[src/rtl/poly_addsub_ctrl_pkg.sv]
// Shared constants and FSM encoding for the Kyber coefficient-wise add/sub sequencer.
package poly_addsub_ctrl_pkg;

   localparam int KYBER_Q = 3329;
   localparam int KYBER_N = 256;
   localparam int COEFF_W = 12;

   localparam logic OP_ADD = 1'b0;
   localparam logic OP_SUB = 1'b1;

   typedef enum logic [1:0] {
      ST_IDLE  = 2'd0,
      ST_RUN   = 2'd1,
      ST_DRAIN = 2'd2,
      ST_DONE  = 2'd3
   } state_t;

endpackage

[src/rtl/poly_addsub_ctrl_mod_addsub.sv]
// Combinational modular add/sub of two coefficients in [0,Q-1]; result also in [0,Q-1].
module mod_addsub
   import poly_addsub_ctrl_pkg::*;
#(
   parameter int Q = KYBER_Q
) (
   input  logic [COEFF_W-1:0] a,
   input  logic [COEFF_W-1:0] b,
   input  logic               op,
   output logic [COEFF_W-1:0] c
);

   localparam logic [COEFF_W:0] Q_EXT = (COEFF_W + 1)'(Q);

   logic [COEFF_W:0] sum;
   logic [COEFF_W:0] diff;

   // NOTE: every output of a combinational block gets a default first so no latch is inferred.
   always_comb begin
      sum  = {1'b0, a} + {1'b0, b};
      diff = {1'b0, a} - {1'b0, b};
      c    = '0;
      if (op == OP_SUB) begin
         // diff[COEFF_W] is the sign of A-B; a single +Q brings it back into range
         c = diff[COEFF_W] ? COEFF_W'(diff + Q_EXT) : diff[COEFF_W-1:0];
      end else begin
         c = (sum >= Q_EXT) ? COEFF_W'(sum - Q_EXT) : sum[COEFF_W-1:0];
      end
   end

endmodule

[src/rtl/poly_addsub_ctrl.sv]
// Streams N coefficient pairs from two source RAMs through mod_addsub into a result RAM,
// one polynomial operation per accepted start pulse.
module poly_addsub_ctrl
   import poly_addsub_ctrl_pkg::*;
#(
   parameter int Q      = KYBER_Q,
   parameter int N      = KYBER_N,
   parameter int AW     = 8,
   parameter int RD_LAT = 1
) (
   input  logic               clk,
   input  logic               rst,
   input  logic               start,
   input  logic               op,
   output logic               busy,
   output logic               done,
   output logic               rd_en,
   output logic [AW-1:0]      rd_addr,
   input  logic [COEFF_W-1:0] a_data,
   input  logic [COEFF_W-1:0] b_data,
   output logic               wr_en,
   output logic [AW-1:0]      wr_addr,
   output logic [COEFF_W-1:0] wr_data
);

   localparam logic [AW-1:0] LAST = AW'(N - 1);

   state_t             state;
   state_t             state_next;
   logic               op_q;
   logic [RD_LAT-1:0]  pipe_vld;
   logic [AW-1:0]      pipe_addr [RD_LAT];
   logic [COEFF_W-1:0] result;

   mod_addsub #(.Q(Q)) u_mod_addsub (
      .a  (a_data),
      .b  (b_data),
      .op (op_q),
      .c  (result)
   );

   always_ff @(posedge clk) begin
      if (rst) state <= ST_IDLE;
      else     state <= state_next;
   end

   always_comb begin
      state_next = state;
      busy       = (state != ST_IDLE);
      done       = (state == ST_DONE);
      unique case (state)
         ST_IDLE:  if (start) state_next = ST_RUN;
         ST_RUN:   if (rd_addr == LAST) state_next = ST_DRAIN;
         ST_DRAIN: if (wr_en && wr_addr == LAST) state_next = ST_DONE;
         ST_DONE:  state_next = ST_IDLE;
         default:  state_next = ST_IDLE;
      endcase
   end

   // Read address counter; it parks at N-1 and is re-armed by the next accepted start.
   always_ff @(posedge clk) begin
      if (rst) begin
         rd_en   <= 1'b0;
         rd_addr <= '0;
         op_q    <= OP_ADD;
      end else begin
         unique case (state)
            ST_IDLE: begin
               if (start) begin
                  rd_en   <= 1'b1;
                  rd_addr <= '0;
                  op_q    <= op;
               end
            end
            ST_RUN: begin
               if (rd_addr == LAST) rd_en <= 1'b0;
               else                 rd_addr <= rd_addr + AW'(1);
            end
            default: ;
         endcase
      end
   end

   // Valid bits track each read until its data lands; clearing them on reset cancels writes.
   always_ff @(posedge clk) begin
      if (rst) begin
         pipe_vld <= '0;
      end else begin
         pipe_vld[0] <= rd_en;
         for (int i = 1; i < RD_LAT; i++) pipe_vld[i] <= pipe_vld[i-1];
      end
   end

   // NOTE: the address stages are not reset; they are only consumed when their valid bit is set.
   always_ff @(posedge clk) begin
      pipe_addr[0] <= rd_addr;
      for (int i = 1; i < RD_LAT; i++) pipe_addr[i] <= pipe_addr[i-1];
   end

   always_ff @(posedge clk) begin
      if (rst) begin
         wr_en   <= 1'b0;
         wr_addr <= '0;
         wr_data <= '0;
      end else begin
         wr_en <= pipe_vld[RD_LAT-1];
         if (pipe_vld[RD_LAT-1]) begin
            wr_addr <= pipe_addr[RD_LAT-1];
            wr_data <= result;
         end
      end
   end

endmodule

[config.mk]
export PLATFORM = sky130hd
export DESIGN_NAME = poly_addsub_ctrl
export DESIGN_NICKNAME = d
export VERILOG_FILES = /design/src/rtl/poly_addsub_ctrl_pkg.sv /design/src/rtl/poly_addsub_ctrl_mod_addsub.sv /design/src/rtl/poly_addsub_ctrl.sv
export SDC_FILE = /design/constraint.sdc
export NUM_CORES = 1
export LEC_CHECK = 0
export CAP_MARGIN = 15
export CORE_MARGIN = 5
export CORE_UTILIZATION = 40
export DETAILED_ROUTE_END_ITERATION = 10
export PLACE_DENSITY_LB_ADDON = 0.08
export RECOVER_POWER = 50
export SLEW_MARGIN = 25
export SYNTH_ARGS = -nofsm -noshare
export SYNTH_HDL_FRONTEND = slang
export SYNTH_SLANG_ARGS = --single-unit
[constraint.sdc]
create_clock -name clk -period 5.52 [get_ports clk]
set_input_delay 1.656 -clock clk [delete_from_list [all_inputs] [get_ports clk]]
set_output_delay 1.656 -clock clk [all_outputs]
set_load 0.01 [all_outputs]
==> Yosys cells after proc, flatten, opt, wreduce, memory -nomap -nowiden <==
Memory sizes are Yosys's and may differ from the RTL's. A register that Yosys moved wholly into a read port is not among the register bits.
Index checks and enable logic that the tools add are counted.
{ "op_classes": {"bitwise": 0, "n_reduce_logical": 8, "n_eq_ne": 9, "n_mux": 13, "div_mod_pow": 0, "n_lt_le_gt_ge": 1, "shifts": 0, "addsub": 5, "mul": 0} }
{ "ops": {"columns": ["op", "n"], "rows": [
  ["$mux W12", 3],
  ["$eq A8 B8 Y1 const B", 2],
  ["$mux W8", 2],
  ["$pmux W8 S2", 1],
  ["$add A12 B12 Y13", 1],
  ["$ge A13 B12 Y1 const B", 1],
  ["$sub A12 B12 Y13", 1],
  ["$add A12 B12 Y12 const B", 1],
  ["$sub A12 B12 Y12 const B", 1],
  ["$reduce_and A3 Y1", 3],
  ["$add A8 B1 Y8 const B", 1],
  ["$ne A2 B2 Y1 const B", 4],
  ["$pmux W2 S4", 1],
  ["$mux W2", 3],
  ["$eq A2 B2 Y1 const B", 2],
  ["$reduce_bool A2 Y1", 2],
  ["$eq A2 B1 Y1 const B", 1],
  ["$logic_not A2 Y1", 1],
  ["$mux W1", 2],
  ["$pmux W1 S2", 1],
  ["$reduce_and A2 Y1", 1],
  ["$logic_and A1 B1 Y1", 1]
]} }
{ "totals": {"regBits": 26, "romBits": 0, "ramBits": 8, "latch_bits": 0, "word_cells": 44, "memories": 1} }
{ "memory_table": {"columns": ["name", "words", "word_bits", "rd", "rd_ports_with_merged_regs", "wr", "line_no", "source"], "rows": [
  ["pipe_addr", 1, 8, 1, 1, 1, "poly_addsub_ctrl.sv:32", "logic [AW-1:0] pipe_addr [RD_LAT];"]
]} }

==> Longest topological paths before layout <==
{ "depth": {"word_depth": 4, "mapped_depth": 13, "ltp_nobuf": 12} }

==> By module <==
From an unflattened synthesis, not the netlist that was laid out.
{ "hier_totals": {"cells_unflattened": 452, "area_unflattened_um2": 3766.1} }
{ "by_module_without_submodules": {"columns": ["module", "seq_area_each_um2", "cells_each", "area_each_um2", "n_inst"], "rows": [
  ["mod_addsub", 0.0, 290, 2132.0, 1],
  ["poly_addsub_ctrl", 840.8, 162, 1634.1, 1]
]} }

==> Worst setup path before layout <==
Ideal clock, no wire load.
{ "synth_path": {"path_type": "input to register", "start": "input a_data[0]", "end": "register wr_data[1]", "setup_slack_ns": 1.104, "path_stages": 11, "arrival_time_ns": 4.323, "setup_ns": 0.093, "required_time_ns": 5.427, "cell_sequence": "ha_1 > fa_1 > nand2b_2 > and4bb_2 > o31ai_1 > nand4_1 > or4_4 > a41oi_2 > buf_6 > mux2_1 > o32ai_1"} }
{ "synth_between": {"elab_chain_len": 4, "word_cells_on_any_way": 8, "cone_classes": "add/sub (4); order compare (1); mux (3)"} }
{ "synth_lines": {"columns": ["item", "line_no", "source"], "rows": [
  ["from (decl)", "poly_addsub_ctrl.sv:19", "input logic [COEFF_W-1:0] a_data,"],
  ["$add A12 B12 Y13 or $sub A12 B12 Y13 (tied branches)", "poly_addsub_ctrl_mod_addsub.sv:20, poly_addsub_ctrl_mod_addsub.sv:21", null],
  ["$sub A12 B12 Y12, or another cell as far along", "poly_addsub_ctrl_mod_addsub.sv:27", "c = (sum >= Q_EXT) ? COEFF_W'(sum - Q_EXT) : sum[COEFF_W-1:0];"],
  ["$mux W12, on equally long branches", "poly_addsub_ctrl_mod_addsub.sv:27, poly_addsub_ctrl_mod_addsub.sv:25", null],
  ["$mux W12 *", "poly_addsub_ctrl_mod_addsub.sv:23", "if (op == OP_SUB) begin"],
  ["to (signal assigned)", "poly_addsub_ctrl.sv:109", "wr_data <= result;"],
  ["to (decl)", "poly_addsub_ctrl.sv:23", "output logic [COEFF_W-1:0] wr_data"]
]} }
Every way passes the cells marked *; elsewhere a longest branch is shown, timed or not.
A chain may end at the register's enable or synchronous reset.

==> Worst setup path after layout <==
{ "layout_path": {"start": "input b_data[1]", "end": "register wr_data[7]"} }
{ "layout_between": {"elab_chain_len": 4, "word_cells_on_any_way": 8, "cone_classes": "add/sub (4); order compare (1); mux (3)"} }
{ "layout_lines": {"columns": ["item", "line_no", "source"], "rows": [
  ["from (decl)", "poly_addsub_ctrl.sv:20", "input logic [COEFF_W-1:0] b_data,"],
  ["$add A12 B12 Y13 or $sub A12 B12 Y13 (tied branches)", "poly_addsub_ctrl_mod_addsub.sv:20, poly_addsub_ctrl_mod_addsub.sv:21", null],
  ["$sub A12 B12 Y12, or another cell as far along", "poly_addsub_ctrl_mod_addsub.sv:27", null],
  ["$mux W12, on equally long branches", "poly_addsub_ctrl_mod_addsub.sv:27, poly_addsub_ctrl_mod_addsub.sv:25", null],
  ["$mux W12 *", "poly_addsub_ctrl_mod_addsub.sv:23", null]
]} }
Marked as above.

==> metrics.cfg <==
[layout]
areaGrowthSynthToFinish_pct = 21.5
layout_common_cells = nor2_1, dfxtp_1, clkdlybuf4s50_1
instances_no_fill = 662
fin_nets = 595
final_common_cell = nor2_1
finish.instance_area_um2 = 4620
n_fill_cell = 934
n_antenna_cell = 0
multiInputGateArea_um2 = 2760
drive_gt1_share_pct = 7.13
register_area_um2 = 842

[die]
core.rowCount = 35
die_area_um2 = 11600
fp.dieW_um = 108
fp.coreArea_um2 = 9240
start_util_pct = 41.2
dieHeight_um = 108
ioPinCount = 60

[pwr]
switching_share_pct = 41.3
p_total_mw = 1.19
total_leakage_power_nw = 1.85
p_int_mw = 0.696
combinationalPowerShare_pct = 50.3
power.switching_mw = 0.489
p_per_area_nw_per_um2 = 256
ir_drop_v = 0.000133
power_frac_clock_pct = 17.5
p_seq_share_pct = 32.2

[setup_path]
crit_chain = clkdlybuf4s50_1 -> inv_1 -> ha_1 -> nand2b_1 -> a211oi_4 -> o22ai_2 -> a211o_1 -> or4_4 -> a41oi_2 -> buf_4 -> o31ai_1 -> a31o_1
cp-start-kind = input port
critPathTopFamily = compound AO/OA/AOI/OAI gates
cp_data_arrival_time_ns = 5.26
path_buf_inv = 3
path_class = input port to flop
cp-end-kind = flop
slowest_delay_ns = 0.58
required_ns = 5.72
reg2reg_depth = 8
critPathMaxFanout = 8
cp_num_cells = 12
crit_slowest_cell = or4_4

[sta]
fin_setup_tns_ns = 0
maxSlewHeadroom_pct = 31.6
rsz0062_at_grt = false
slew_viol_final = 0
fin_skew_ns = 0.00836
worstMarginPinSlew_ns = 1.02
period_minus_slack_ns = 5.07
setup_viol_count_final = 0
period_share_pct = 91.8
fmax_mhz = 197
holdWs_ns = 0.388
hold_violations = 0

[clock_tree]
clkLatencyLatePin_ns = 0.29
ctsHoldBuffers = 0
cts_tree = yes
cts_buffer_depth = 2
clock-root-buffer = clkbuf_8
ctsResizeCount = 0
cts.sinks = 42
cts.reportedPaths.clkPinSlew_ns = 0.09
cts_max_level = 2
cts_buffers = 5
post_cts_buffers = 0

[synthesis]
ys_warn_count = 0
synth_edf_count = 0
synth_fp_nets = 539
synth_fa_ha_area_share_pct = 11.9
postSynthCellCount = 476
yosysUniqueCellTypes = 74
synth_top_family_by_area = simple AND/OR/NAND/NOR gates
ys_seq_area_share_pct = 22.1
synthFlopType = dfxtp_1
synth_area_um2 = 3800
ys_ff_latch = 42
synth-xor-area-share_pct = 6.45
synth_compound_area_share_pct = 24.0
synth.mux.area_fraction_pct = 5.07
synth-simple-area-share_pct = 25.1
async_flop_share_pct = 0
syn_area_per_cell_um2 = 7.99

[placed_design]
io_buffers = 59
post_dp_cell_area_um2 = 4520
place_inst = 654
gp_congestion = 0.854
hpwl_um = 8460

[status]
status = complete, no violations

[grt]
antenna_found_initial = 0
overflow = 0
grt_pass1_wl_um = 17300
grt_max_degree = 26
track_usage_pct = 18.4
grt_pass1_vias = 3488

[detailed_routing]
drt_wl_total_um = 10600
detail-route-antenna-nets = 0
topRoutingLayerUsed = met4
wl_met2_um = 4810
drc = 0
wl_per_cell_um = 16.0
met1_length_um = 5300
dr_total_vias = 3695
drt_iter0_drc = 172
avgViaCountPerCell = 5.58
drt_pass1_iterations = 6
wl_met3_um = 408

[run]
cap_violations = 0

[min_path]
min_path_cells = 0
hold_class = flop to flop

[sequential cells by signal, summed over array words and instances (netlist names)]
name       flops
wr_en          1
state          2
wr_addr        8
rd_addr        8
op_q           1
pipe_vld       1
pipe_addr      8
wr_data       12
rd_en          1
[cells by family after synthesis]
| group | Yosys count |
|---|---|
| and+or+nand+nor | 180 |
| AOI/OAI and AO/OA | 123 |
| buffers and inverters | 49 |
| DFF | 42 |
| adders and majority gates | 35 |
| xor gates and xnor gates | 28 |
| muxes | 19 |
[path summary, 6_finish.rpt]
check	from	end	slack (ns)
setup / recovery	b_data[1]	wr_data[7]$_SDFFE_PP0P_	0.45
hold / removal	rd_addr[5]$_SDFFE_PP0P_	pipe_addr[0][5]$_DFF_P_	0.39
setup reg to reg	state[0]$_SDFFE_PP0P_	rd_addr[5]$_SDFFE_PP0P_	3.14
hold reg to reg	rd_addr[5]$_SDFFE_PP0P_	pipe_addr[0][5]$_DFF_P_	0.39
[metrics by stage]
stage	worst slack [ns]	util, %
final	0.454	50.0
after detailed placement	0.177	49.0
after CTS	0.498	50.0
after floorplan	1.10	-
after global routing	0.338	50.0
after global placement	0.278	49.0
[layer usage]
metal,vias to the layer above,global-route usage [%]
li1,1850,-
met1,1764,26.9
met2,76,29.3
met3,5,2.58
met4,0,2.25
met5,-,0
[synth_stat cells (10+ instances only)]
cell type | number | area (µm²)
a21oi_1 | 20 | 100
ha_1 | 33 | 413
dfxtp_1 | 42 | 841
nor3_1 | 18 | 90.1
nor2_1 | 50 | 188
nand3_1 | 11 | 55.1
nand2_1 | 25 | 93.8
nor2b_1 | 10 | 62.6
mux2i_1 | 17 | 170
inv_1 | 32 | 120
clkbuf_1 | 11 | 41.3
xor2_1 | 10 | 87.6
xnor2_1 | 18 | 158
o21ai_0 | 27 | 135
[cell type report]
cell class / instances / share of cell area [%]
clock buffers: 6 / 1.79
clock inverters: 2 / 0.271
inverters: 32 / 2.60
multi-input cells: 385 / 59.7
flip-flops and latches: 42 / 18.2
well taps: 129 / 3.49
repair buffers: 66 / 13.9
[worst register-to-register path, cell delays in order (launching register included)]
cell      delay (ns)
dfxtp_1         0.40
inv_1           0.10
ha_1            0.28
nand2b_1        0.12
o21ai_0         0.09
a21oi_1         0.48
nand4_1         0.31
or3_1           0.38
a21oi_1         0.15
[power by group through the flow]
stage          clock network, mW  registers (mW)  logic, mW
2_1_floorplan                  0           0.378      0.414
3_3_place_gp                   0           0.388      0.592
3_5_place_dp                   0           0.389      0.599
4_1_cts                    0.213           0.382      0.601
5_1_grt                    0.227           0.389      0.658
6_report                   0.207           0.381      0.596
No activity file was read; power rests on OpenSTA's default activity.
